[src/rtl/seq_restoring_divider.sv]
// Sequential unsigned restoring divider: one quotient bit per clock,
// with valid/ready handshakes on the operand and result sides.
module seq_restoring_divider #(
  parameter int N_W = 16,
  parameter int D_W = 8
) (
  input  logic           clk,
  input  logic           rst,
  input  logic           in_valid,
  output logic           in_ready,
  input  logic [N_W-1:0] dividend,
  input  logic [D_W-1:0] divisor,
  output logic           out_valid,
  input  logic           out_ready,
  output logic [N_W-1:0] quotient,
  output logic [D_W-1:0] remainder,
  output logic           div_by_zero
);

  // state | meaning
  // IDLE  | waiting for operands, in_ready high
  // CALC  | shifting out one quotient bit per cycle
  // DONE  | result presented, waiting for out_ready
  typedef enum logic [1:0] {S_IDLE, S_CALC, S_DONE} state_t;

  localparam int CNT_W = (N_W > 1) ? $clog2(N_W) : 1;

  state_t         r_state;
  state_t         w_next_state;
  logic [N_W-1:0] r_q;
  logic [D_W-1:0] r_p;
  logic [D_W-1:0] r_div;
  logic [CNT_W-1:0] r_count;
  logic           r_zero;
  logic           r_in_ready;
  logic [N_W-1:0] r_quot;
  logic [D_W-1:0] r_rem;
  logic           r_dbz;

  logic           w_accept;
  logic [D_W:0]   w_p_shift;
  logic [D_W:0]   w_trial;
  logic [N_W-1:0] w_q_next;
  logic [D_W-1:0] w_p_next;

  // The partial remainder never reaches the divisor between steps, so D_W
  // bits hold it; only the shifted value needs the extra bit.
  assign w_accept  = in_valid & r_in_ready;
  assign w_p_shift = {r_p, r_q[N_W-1]};
  assign w_trial   = w_p_shift - {1'b0, r_div};
  assign w_q_next  = {r_q[N_W-2:0], ~w_trial[D_W]};
  assign w_p_next  = w_trial[D_W] ? w_p_shift[D_W-1:0] : w_trial[D_W-1:0];

  always_comb begin
    w_next_state = r_state;
    unique case (r_state)
      S_IDLE:  if (w_accept) w_next_state = S_CALC;
      S_CALC:  if (r_count == '0) w_next_state = S_DONE;
      S_DONE:  if (out_ready) w_next_state = S_IDLE;
      default: w_next_state = S_IDLE;
    endcase
  end

  always_ff @(posedge clk) begin
    if (rst) begin
      r_state    <= S_IDLE;
      r_q        <= '0;
      r_p        <= '0;
      r_div      <= '0;
      r_count    <= '0;
      r_zero     <= 1'b0;
      r_in_ready <= 1'b0;
      r_quot     <= '0;
      r_rem      <= '0;
      r_dbz      <= 1'b0;
    end else begin
      r_state    <= w_next_state;
      r_in_ready <= (w_next_state == S_IDLE);
      unique case (r_state)
        S_IDLE: begin
          if (w_accept) begin
            r_q    <= dividend;
            r_div  <= divisor;
            r_p    <= '0;
            r_zero <= (divisor == '0);
            // A zero divisor makes a single idle pass through CALC, giving
            // it a one-cycle result latency.
            r_count <= (divisor == '0) ? '0 : CNT_W'(N_W - 1);
          end
        end
        S_CALC: begin
          if (!r_zero) begin
            r_q <= w_q_next;
            r_p <= w_p_next;
          end
          if (r_count == '0) begin
            r_quot <= r_zero ? '1 : w_q_next;
            r_rem  <= r_zero ? r_q[D_W-1:0] : w_p_next;
            r_dbz  <= r_zero;
          end else begin
            r_count <= r_count - 1'b1;
          end
        end
        default: ;
      endcase
    end
  end

  assign in_ready    = r_in_ready;
  assign out_valid   = (r_state == S_DONE);
  assign quotient    = r_quot;
  assign remainder   = r_rem;
  assign div_by_zero = r_dbz;

endmodule

[config.mk]
export PLATFORM = sky130hd
export DESIGN_NAME = seq_restoring_divider
export DESIGN_NICKNAME = d
export VERILOG_FILES = /design/src/rtl/seq_restoring_divider.sv
export SDC_FILE = /design/constraint.sdc
export NUM_CORES = 1
export LEC_CHECK = 0
export ABC_AREA = 0
export CORE_MARGIN = 2
export CORE_UTILIZATION = 40
export CTS_BUF_LIST = sky130_fd_sc_hd__clkbuf_16
export DETAILED_ROUTE_END_ITERATION = 8
export HOLD_SLACK_MARGIN = 0.06
export PLACE_DENSITY = 0.64
export SLEW_MARGIN = 20
export SYNTH_ARGS = -nofsm -noshare
export SYNTH_HDL_FRONTEND = slang
export SYNTH_SLANG_ARGS = --single-unit
[constraint.sdc]
create_clock -name clk -period 4.61 [get_ports clk]
set_input_delay 1.383 -clock clk [delete_from_list [all_inputs] [get_ports clk]]
set_output_delay 1.383 -clock clk [all_outputs]
set_load 0.01 [all_outputs]
# == Word-level counts from Yosys, hierarchy flattened ==
# Cells that the tools add are included.
# totals
output_inout_bits,27
wordCells,45
in_bits,28
regBits,65
# classes
n_addsub,2
eq_ne,5
mux,17
reduce_logical,9
n_bitwise,2
# ops
cell,n
$mux 16,3
$mux 8,4
$pmux 16 s2,1
$pmux 8 s2,1
$mux 4,3
$sub 9x8->9,1
$logic_not 8->1,1
$pmux 4 s2,1
$mux 2,3
$ne 2x2->1 const B,3
$pmux 2 s3,1
$reduce_and 3->1,2
$logic_not 2->1,2
$logic_not 4->1,1
$reduce_and 2->1,2
$sub 4x1->4 const B,1
$eq 2x1->1 const B,1
$eq 2x2->1 const B,1
$reduce_bool 2->1,1
$and 1x1->1,1
$not 1->1,1

# == Logic depth before layout (Yosys ltp) ==
# Gate-level depths: netlist (run 1).
# depth
word_depth,4
ltp_mapped,10
ltp_nobuf,9

# == Least setup slack after synthesis (run 1) ==
# OpenSTA, ideal clock, no wires.
# synth_path
path_kind,in2reg
startpoint,in divisor[4]
endpoint,reg r_count[0]
required_time_ps,4476
n_path_buf,0
setup_slack_ps,2128
setup_time_ps,134
cell_stages,5
arrival_time_ps,2348
cell_sequence,or4_1 > nor2_1 > nand2_1 > a21oi_1 > a211oi_1
# synth_between
elab_chain_cells,4
# synth_lines
element,line,rtl
from (decl),12,"input logic [D_W-1:0] divisor,"
$logic_not 8->1,88,r_count <= (divisor == '0) ? '0 : CNT_W'(N_W - 1);
$mux 4,88,
$mux 4,81,if (w_accept) begin
$pmux 4 s2,79,unique case (r_state)
to (signal assigned),88,
to (signal assigned),101,r_count <= r_count - 1'b1;
to (decl),33,logic [CNT_W-1:0] r_count;
# No other way between the ends. The select of a mux whose other input is x is not followed.
# A chain may end at the register's enable or synchronous reset.

# == Worst setup path after layout (run 1) ==
# layout_path
startpoint,reg r_q[15]
endpoint,reg r_rem[5] (netlist: remainder[5])
# layout_between
elab_chain_cells,3
# layout_lines
element,line,rtl
from (decl),30,logic [N_W-1:0] r_q;
from (signal assigned),82,r_q <= dividend;
from (signal assigned),93,r_q <= w_q_next;
$sub 9x8->9,50,"assign w_trial = w_p_shift - {1'b0, r_div};"
$mux 8,52,assign w_p_next = w_trial[D_W] ? w_p_shift[D_W-1:0] : w_trial[D_W-1:0];
$mux 8,98,r_rem <= r_zero ? r_q[D_W-1:0] : w_p_next;
to (signal assigned),98,
to (decl),37,logic [D_W-1:0] r_rem;
# No other way between the ends.

==> results of run 1 <==
[layout make-up]
cell class | instances | area (sq um) | share of cell area (%)
inverter | 14 | 52.6 | 1.29
sequential | 65 | 1300 | 31.9
clock buffer | 9 | 225 | 5.52
multi-input combinational | 292 | 1680 | 41.2
timing repair buffer | 58 | 566 | 13.9
tap | 102 | 128 | 3.13
clock inverter | 7 | 126 | 3.10
[cell families (layout without fill, tap and decap cells)]
| group | after synthesis | count (layout) | share of synthesized area [%] |
|---|---|---|---|
| AO/OA/AOI/OAI | 84 | 84 | 18.3 |
| XOR/XNOR | 5 | 5 | 1.39 |
| adder cells (fa/ha/maj) | 10 | 10 | 4.22 |
| buffers and inverters | 40 | 88 | 5.21 |
| flip-flops | 65 | 65 | 41.4 |
| multiplexers | 8 | 8 | 2.63 |
| AND/OR/NAND/NOR | 185 | 185 | 26.9 |
[layout by cell type (no fill, tap or decap), drive strengths merged, types with 2 or more instances in the layout]
cell	n
bufinv	3
nor3b	3
nand2	71
clkbuf	9
nor2	44
nand2b	7
ha	9
nor2b	2
a21oi	29
mux2	2
or4	2
o22ai	7
dfxtp	65
o21ai	14
o211ai	7
clkdlybuf4s50	53
nand3b	2
a211oi	5
or3b	2
xor2	4
a311oi	15
nor3	36
inv	16
mux2i	6
nand3	5
buf	5
and3	7
a21o	2
nand4b	2
[worst max-delay path, delay by kind of cell, from the launching register on]
kind	cells	cell delay, ns
fa+ha+maj	2	0.60
mux	1	0.44
compound gates	4	1.41
flops	1	0.31
buf+inv	2	0.16
[worst min path at each step]
stage | cells past startpoint | start | to
2_1_floorplan | 2 | r_div[1] | r_div[1]
3_3_place_gp | 2 | r_div[1] | r_div[1]
3_5_place_dp | 2 | r_div[1] | r_div[1]
4_1_cts | 2 | r_div[0] | r_div[0]
5_1_grt | 2 | div_by_zero | div_by_zero
6_report | 2 | r_div[5] | r_div[5]
[routing by layer]
metal / vias up / share of wire, %
met5: - / 0
met4: 0 / 1.4
met3: 11 / 5.1
met2: 85 / 47
met1: 1343 / 46
li1: 1483 / -
[synth_stat cells, drive strengths merged]
library cell	count
fa	1
and3	7
a211o	1
buf	6
or3b	2
a221oi	1
a311oi	15
or4	2
nor4bb	1
o211a	1
mux2	2
dfxtp	65
nand2	71
nor4b	1
nor3b	3
ha	9
nor2	44
a2111oi	1
a21boi	1
nand3	5
o21ai	14
a21o	2
nand4b	2
nand2b	7
inv	14
nor3	36
nand3b	2
xnor2	1
o22ai	7
o211ai	7
mux2i	6
a211oi	5
nor2b	2
xor2	4
clkbuf	20
a21oi	29
[metrics by stage]
stage	instances	hold WS, ns	setup WS [ns]
after detailed placement	531	0.454	1.39
after CTS	547	0.463	1.63
after floorplan	397	0.436	2.13
after global placement	531	0.445	1.51
final	547	0.458	1.62
after global routing	547	0.479	1.48
[power groups by stage]
stage	registers, mW	logic [mW]	clock network, mW
4_1_cts	0.655	0.388	0.809
3_3_place_gp	0.665	0.377	0
5_1_grt	0.662	0.430	0.841
3_5_place_dp	0.667	0.385	0
2_1_floorplan	0.663	0.274	0
6_report	0.656	0.388	0.800
[sequential cells by signal, indices dropped and copies added (netlist names)]
name,cells
quotient,16
r_q,16
r_div,8
r_p,8
remainder,8
r_count,4
r_state,2
div_by_zero,1
in_ready,1
r_zero,1
==> impl_metrics.csv, run 1 <==
group,metric,value,unit
critical_path,worstSetupStartpoint,"r_q[15]",
critical_path,reg2reg_to,"remainder[5]",
clock_tree,clk_latency,0.33,ns
critical_path,worstSetupEndpointType,"flop",
hold_path,min_path_type,"reg2reg",
critical_path,critical_path.startpoint_type,"flop",
placement,dp_hpwl,5380,um
timing,fin_setup_tns,0,ns
pwr,power_frac_comb,21.0,%
cells_and_area,fillers,745,
pwr,leakage,1.52,nW
pwr,pwr-share-seq,35.6,%
grt,grt_pass1_wl,13200,um
clock_tree,clkTransAtPathRegs,0.06,ns
cells_and_area,syn2layout_area_growth,29.8,%
timing,worstMarginPinSlew,1.05,ns
drt,routed_wl,7760,um
clock_tree,cts.sinks,65,
drt,antenna_left,0,
critical_path,rr_worst_depth,9,
synth,ys_ff_latch,65,
synth,avgSynthCellArea,7.92,sq um
critical_path,worstPathRequired,4.86,ns
synth,synth_fp_nets,435,
critical_path,worstPathMaxFanout,13,
synth,post_synth_num_cell_types,45,
floorplanning,io_pins,55,
grt,use_met2,30.7,%
placement,placed_area,0.00373,sq mm
synth,ys_seq_area_share,41.4,%
timing,min_period,2.99,ns
drt,routed_via_density,5.34,
timing,fin_crit_sh,64.9,%
floorplanning,dieWidth,92.7,um
grt,met1_usage,25.3,%
placement,gp_congestion,0.832,
floorplanning,dieArea,0.00859,sq mm
grt,gr-max-usage-layer,"met2",
pwr,intPower,1.32,mW
critical_path,worstPathCellList,"inv_1 > ha_1 > inv_1 > fa_1 > a211oi_2 > o211ai_2 > a221oi_4 > mux2_2 > o22ai_1",
synth,syn-cell-area,0.00314,sq mm
grt,grt-ovfl-total,0,
synth,synth_top_area_share,41.4,%
clock_tree,cts_root_buf,"clkbuf_16",
timing,finalSetupViolations,0,
synth,synthTopCellsByArea,"dfxtp_1 (41%), nand2_1 (8.5%), nor3_1 (5.7%)",
critical_path,crit_top_cell,"inv_1",
pwr,finalPower,1.84,mW
synth,netlist_instances,397,
drt,drtIter0Drc,175,
clock_tree,h-tree-depth,3,
floorplanning,row_count,32,
grt,grt_pass1_vias,2755,
critical_path,cp_slowest_cell,"a221oi_4",
outcome,outcome,"finished clean",
clock_tree,cts_hold_buf,0,
cells_and_area,fin_area,0.00408,sq mm
cells_and_area,final_util,53.1,%
floorplanning,initial_core_util,40.9,%
critical_path,critPathMaxStageDelay,0.75,ns
pwr,p_per_area,451,mW/mm^2
timing,rsz0062_at_grt,"false",
grt,gr-usage-all-layers,19.1,%
placement,port_buffers,54,
cells_and_area,final_layout_size_suffix_gt1_share,7.19,%
grt,antenna_found_initial,0,
synth,yosys.area.top_type,"dfxtp_1",
pwr,power_frac_clock,43.4,%
critical_path,regToRegSetupSlack,1.62,ns
clock_tree,numCtsBuffers,9,
timing,max-slew-margin-rel,30.2,%
flow_run,cap_violations,0,
pwr,p_switching,0.521,mW
drt,vias,2922,
grt,use_met3,3.91,%
pwr,swShare,28.3,%
drt,drtPass1Iterations,4,
timing,skew,0.00569,ns
grt,grt_max_degree,34,
critical_path,path_class,"reg2reg",
floorplanning,die_h,92.7,um
drt,wl_per_cell,14.2,um
clock_tree,cts_setup_buffers,0,
pwr,vdd_drop_max,0.250,mV
floorplanning,coreArea,0.00769,sq mm
timing,fmax,334,MHz
cells_and_area,antenna_cells,0,
clock_tree,cts_max_path_buffers,2,
drt,drc_errors,0,
critical_path,cp.arrival,3.24,ns
synth,yosys_warnings,0,
timing,final_hold_viol_count,0,
timing,slew_viol_final,0,
clock_tree,cts_tree,"built",
critical_path,r2r_start,"r_q[15]",
cells_and_area,nNetsFinal,478,
critical_path,cp-endpoint,"remainder[5]",
clock_tree,cts_resized,0,
(Power assumes the default switching activity.)
==> run 2, diff against run 1 <==
==> constraint.sdc (replaced) <==
create_clock -name clk -period 2.9 [get_ports clk]
set_input_delay 0.87 -clock clk [delete_from_list [all_inputs] [get_ports clk]]
set_output_delay 0.87 -clock clk [all_outputs]
set_load 0.01 [all_outputs]
==> run 2 against run 1 <==
  * Clock skew grew 0.00052 ns
  * Global-route usage increased by 0.15 points
  * Via count is 2.8% higher
  * Largest cell class unchanged
  * Fmax up 16%
  * Sequential share of layout area hardly changed
  * Sequential cell count unchanged
  * Sequential power up 59%
  * First-iteration DRC count is 32% lower
  * Combinational power increased by 63%
==> impl_metrics.csv, run 2 (synthesis results as in run 1) <==
group,metric,value,unit
pwr,p_per_area,663,mW/mm^2
critical_path,worstPathRequired,3.14,ns
floorplanning,coreArea,0.00769,sq mm
cells_and_area,syn2layout_area_growth,29.6,%
clock_tree,numCtsBuffers,9,
critical_path,worstPathMaxFanout,13,
floorplanning,io_pins,55,
pwr,power_frac_comb,23.4,%
placement,placed_area,0.00379,sq mm
pwr,finalPower,2.70,mW
critical_path,rr_worst_depth,10,
critical_path,worstSetupEndpointType,"flop",
clock_tree,cts_resized,0,
grt,grt_pass1_vias,2859,
clock_tree,clkTransAtPathRegs,0.05,ns
timing,final_hold_viol_count,0,
pwr,intPower,1.92,mW
placement,port_buffers,54,
placement,dp.cells,537,
clock_tree,cts_tree,"built",
hold_path,hold_depth,2,
timing,rsz0062_at_grt,"false",
pwr,vdd_drop_max,0.301,mV
timing,min_period,2.58,ns
placement,gp_congestion,0.873,
floorplanning,dieArea,0.00859,sq mm
drt,routed.top_layer,"met4",
drt,drtIter0Drc,119,
pwr,pwr-share-seq,38.5,%
cells_and_area,final_cell_mix,"nand2_1 (71), dfxtp_1 (65), clkdlybuf4s50_1 (53)",
critical_path,cp.depth,10,
drt,route.met2.wl,3770,um
cells_and_area,regArea,0.00130,sq mm
cells_and_area,nNetsFinal,484,
cells_and_area,fillers,788,
pwr,swShare,28.9,%
timing,fin_crit_sh,88.8,%
hold_path,min_path_type,"reg2reg",
drt,drtPass1Iterations,4,
timing,skew,0.00621,ns
clock_tree,cts.sinks,65,
cells_and_area,antenna_cells,0,
timing,slew_viol_final,0,
critical_path,critPathMaxStageDelay,0.42,ns
drt,routed_wl,7840,um
clock_tree,h-tree-depth,3,
flow_run,cap_violations,0,
drt,wl_met1,3560,um
drt,routed_via_density,5.43,
clock_tree,clk_latency,0.32,ns
clock_tree,cts_root_buf,"clkbuf_16",
timing,finalSetupViolations,0,
placement,dp_hpwl,5630,um
critical_path,worstPathCellList,"inv_1 > ha_1 > inv_1 > fa_1 > a211oi_2 > o211ai_2 > a221oi_4 > buf_4 > mux2_1 > o22ai_1",
outcome,outcome,"finished clean",
drt,met3_length,311,um
drt,wl_per_cell,14.2,um
pwr,leakage,1.53,nW
critical_path,cp_slowest_cell,"fa_1",
cells_and_area,instances_no_fill,553,
floorplanning,row_count,32,
drt,vias,3003,
floorplanning,initial_core_util,40.9,%
grt,antenna_found_initial,0,
grt,grt_max_degree,40,
timing,max-slew-margin-rel,55.1,%
timing,fin_setup_tns,0,ns
cells_and_area,fin_area,0.00408,sq mm
floorplanning,die_h,92.7,um
grt,gr-usage-all-layers,19.3,%
critical_path,cp_num_buf_inv,3,
grt,grt_pass1_wl,13300,um
cells_and_area,final_layout_size_suffix_gt1_share,7.54,%
critical_path,cp_top_family,"compound AO/OA/AOI/OAI gates",
drt,antenna_left,0,
grt,grt-ovfl-total,0,
cells_and_area,final_common_cell,"nand2_1",
floorplanning,dieWidth,92.7,um
pwr,p_switching,0.781,mW
clock_tree,cts_setup_buffers,0,
clock_tree,cts_hold_buf,0,
critical_path,cp.arrival,2.81,ns
drt,drc_errors,0,
cells_and_area,multi_input_area,0.00168,sq mm
critical_path,crit_top_cell,"inv_1",
critical_path,critical_path.startpoint_type,"flop",
pwr,power_frac_clock,38.1,%
timing,fmax,388,MHz
critical_path,path_class,"reg2reg",
clock_tree,cts_max_path_buffers,2,
timing,worstMarginPinSlew,0.672,ns
run 2: final timing paths:
kind | startpoint | end | slack (ns)
setup / recovery | r_q[15] | remainder[0] | 0.32
hold / removal | r_div[3] | r_div[3] | 0.45
setup reg to reg | r_q[15] | remainder[0] | 0.32
hold reg to reg | r_div[3] | r_div[3] | 0.45
run 2: layer usage:
layer / vias to the layer above / GRT usage, %
li1: 1491 / -
met1: 1412 / 24.3
met2: 81 / 32.1
met3: 19 / 3.82
met4: 0 / 8.33
met5: - / 0
run 2: worst register-to-register path, delay by kind of cell (launching register included):
family | cells | cell delay (ns)
mux | 1 | 0.36
compound gates | 4 | 0.89
fa+ha+maj | 2 | 0.57
flops | 1 | 0.30
buf+inv | 3 | 0.37
run 2: area by class of cell:
class | instances | area share [%]
Tap cell | 102 | 3.13
Inverter | 14 | 1.29
Sequential cell | 65 | 31.9
Clock buffer | 9 | 5.53
Multi-Input combinational cell | 292 | 41.3
Timing Repair Buffer | 64 | 15.3
Clock inverter | 7 | 1.54
run 2: power by group through the flow:
| stage | logic [mW] | registers (mW) | clock network, mW |
|---|---|---|---|
| 2_1_floorplan | 0.435 | 1.05 | 0 |
| 3_3_place_gp | 0.621 | 1.06 | 0 |
| 3_5_place_dp | 0.630 | 1.06 | 0 |
| 4_1_cts | 0.634 | 1.04 | 1.05 |
| 5_1_grt | 0.705 | 1.05 | 1.09 |
| 6_report | 0.633 | 1.04 | 1.03 |
run 2: stage by stage:
step	utilization [%]	hold slack, ns	worst slack [ns]
6_report	53.0	0.452	0.324
5_1_grt	53.0	0.471	0.147
4_1_cts	53.0	0.457	0.312
3_5_place_dp	49.3	0.450	0.335
3_3_place_gp	49.3	0.446	0.395
2_1_floorplan	-	0.436	0.558
==> run 3, diff against run 2 <==
--- a/config.mk
+++ b/config.mk
@@ -11,7 +11,7 @@
 export CTS_BUF_LIST = sky130_fd_sc_hd__clkbuf_16
 export DETAILED_ROUTE_END_ITERATION = 8
 export HOLD_SLACK_MARGIN = 0.06
-export PLACE_DENSITY = 0.64
+export PLACE_DENSITY = 0.67
 export SLEW_MARGIN = 20
 export SYNTH_ARGS = -nofsm -noshare
 export SYNTH_HDL_FRONTEND = slang
==> constraint.sdc (replaced) <==
create_clock -name clk -period 2.3 [get_ports clk]
set_input_delay 0.69 -clock clk [delete_from_list [all_inputs] [get_ports clk]]
set_output_delay 0.69 -clock clk [all_outputs]
set_load 0.01 [all_outputs]
==> run 3 against run 2 <==
  * The run now ends with negative setup slack left
  * Combinational power up 67%
  * Sequential share of layout area down 2.1 points
  * Critical path depth up 1
  * Routed wire length up 3.0%
  * Global-route usage down 0.089 points
  * Total power up 38%
  * Fmax up 7.1%
  * Critical path type unchanged
  * Largest power group is now clock
==> impl_metrics.csv, run 3 (synthesis results as in run 1) <==
group,metric,value,unit
timing,slew_viol_final,0,
floorplanning,dieWidth,92.7,um
pwr,leakage,1.64,nW
cells_and_area,fillers,731,
cells_and_area,final_common_cell,"nand2_1",
timing,max-slew-margin-rel,62.1,%
timing,setup_slack,-0.104,ns
critical_path,worstPathCellList,"inv_2 > ha_4 > inv_2 > fa_2 > a211oi_4 > o211ai_2 > a221oi_4 > buf_12 > buf_6 > mux2i_4 > o22ai_1",
critical_path,worstPathRequired,2.49,ns
cells_and_area,final_layout_size_suffix_gt1_share,15.4,%
pwr,power_frac_comb,28.4,%
timing,finalSetupViolations,15,
drt,routed.top_layer,"met4",
critical_path,cp.arrival,2.59,ns
timing,skew,0.00444,ns
grt,grt-ovfl-total,0,
clock_tree,numCtsBuffers,9,
timing,fin_crit_sh,105,%
floorplanning,initial_core_util,40.9,%
hold_path,hold_depth,2,
pwr,p_switching,1.10,mW
clock_tree,clk_latency,0.32,ns
critical_path,cp_slowest_cell,"fa_2",
critical_path,worstSetupEndpointType,"flop",
cells_and_area,final_cell_mix,"nand2_1 (71), dfxtp_1 (63), clkdlybuf4s50_1 (53)",
outcome,failed_checks,"negative setup slack",
pwr,power_frac_clock,36.5,%
timing,rsz0062_at_grt,"true",
drt,drc_errors,0,
critical_path,regToRegSetupSlack,-0.10,ns
critical_path,critical_path.startpoint_type,"flop",
hold_path,hold_start,"r_div[1]",
placement,post-place-ws,-0.180,ns
critical_path,worstSetupStartpoint,"r_q[15]",
drt,antenna_left,0,
drt,met3_length,416,um
cells_and_area,instances_no_fill,570,
critical_path,worstPathMaxFanout,6,
placement,gp_congestion,0.869,
critical_path,rr_worst_depth,11,
critical_path,r2r_start,"r_q[15]",
timing,final_hold_viol_count,0,
clock_tree,h-tree-depth,3,
drt,drtIter0Drc,148,
pwr,pwr-share-seq,35.1,%
floorplanning,io_pins,55,
cells_and_area,antenna_cells,0,
pwr,finalPower,3.74,mW
critical_path,crit_top_cell,"inv_2",
clock_tree,cts_max_path_buffers,2,
grt,grt_max_degree,36,
critical_path,critPathMaxStageDelay,0.37,ns
critical_path,reg2reg_to,"remainder[4]",
pwr,intPower,2.64,mW
hold_path,min_to,"r_div[1]",
placement,dp_hpwl,5610,um
floorplanning,dieArea,0.00859,sq mm
hold_path,min_path_type,"reg2reg",
floorplanning,coreArea,0.00769,sq mm
timing,fmax,416,MHz
drt,wl_met1,3430,um
drt,routed_wl,8080,um
pwr,vdd_drop_max,0.454,mV
flow_run,cap_violations,0,
outcome,outcome,"complete, but fails checks",
grt,grt_pass1_wl,13200,um
drt,route.met2.wl,4100,um
grt,grt_pass1_vias,2820,
clock_tree,clkTransAtPathRegs,0.06,ns
floorplanning,row_count,32,
drt,vias,3037,
pwr,p_per_area,856,mW/mm^2
clock_tree,cts_hold_buf,0,
placement,dp.cells,546,
critical_path,path_class,"reg2reg",
drt,wl_per_cell,14.2,um
pwr,swShare,29.4,%
cells_and_area,syn2layout_area_growth,39.0,%
drt,routed_via_density,5.33,
drt,drtPass1Iterations,4,
clock_tree,cts.sinks,65,
grt,antenna_found_initial,0,
timing,min_period,2.40,ns
clock_tree,cts_root_buf,"clkbuf_16",
timing,worstMarginPinSlew,0.568,ns
placement,port_buffers,54,
floorplanning,die_h,92.7,um
cells_and_area,nNetsFinal,501,
timing,holdWs,0.454,ns
grt,gr-usage-all-layers,19.2,%
clock_tree,cts_tree,"built",
==> run 3: critical path, delay by kind of cell, from the launching register on <==
family / cells / cell delay [ns]
AOI/OAI and AO/OA: 4 / 0.86
adders and majority gates: 2 / 0.49
buffers and inverters: 4 / 0.39
DFF: 1 / 0.33
muxes: 1 / 0.22
==> run 3: timing repair <==
item,CTS,global route
pin swaps,7,11
setup endpoints to repair,14,18
gates resized for setup,8,14
gates cloned,0,0
setup buffers,6,3
==> run 3: power groups by stage <==
stage / clock network (mW) / registers [mW] / logic [mW]
after floorplan: 0 / 1.33 / 0.557
after global placement: 0 / 1.33 / 0.849
after detailed placement: 0 / 1.34 / 0.866
after CTS: 1.39 / 1.31 / 0.965
after global routing: 1.47 / 1.33 / 1.16
final: 1.36 / 1.31 / 1.06
==> run 3: metal layers <==
| layer | up-vias | global-route usage (%) |
|---|---|---|
| li1 | 1533 | - |
| met1 | 1414 | 23.8 |
| met2 | 78 | 32.3 |
| met3 | 12 | 5.04 |
| met4 | 0 | 6.62 |
| met5 | - | 0 |
==> run 3: worst max-delay path by stage <==
stage                               to
after floorplan           remainder[2]
after CTS                 remainder[6]
after global routing      remainder[4]
final                     remainder[4]
after detailed placement  remainder[0]
after global placement    remainder[0]
==> run 3: stage by stage <==
stage	area, sq um	setup TNS [ns]	util (%)
detailed placement	3910	-1.30	50.8
finish	4370	-0.595	56.9
global placement	3910	-0.359	50.8
floorplan	3170	0	-
CTS	4290	-0.544	55.8
global route	4370	-2.19	56.9
==> run 3: layout make-up <==
type | instances | area (sq um) | share of cell area, %
Tap cell | 102 | 128 | 2.92
Inverter | 14 | 52.6 | 1.20
Clock inverter | 7 | 80.1 | 1.83
Sequential cell | 65 | 1300 | 29.8
Multi-Input combinational cell | 292 | 1790 | 40.9
Timing Repair Buffer | 81 | 795 | 18.2
Clock buffer | 9 | 225 | 5.15
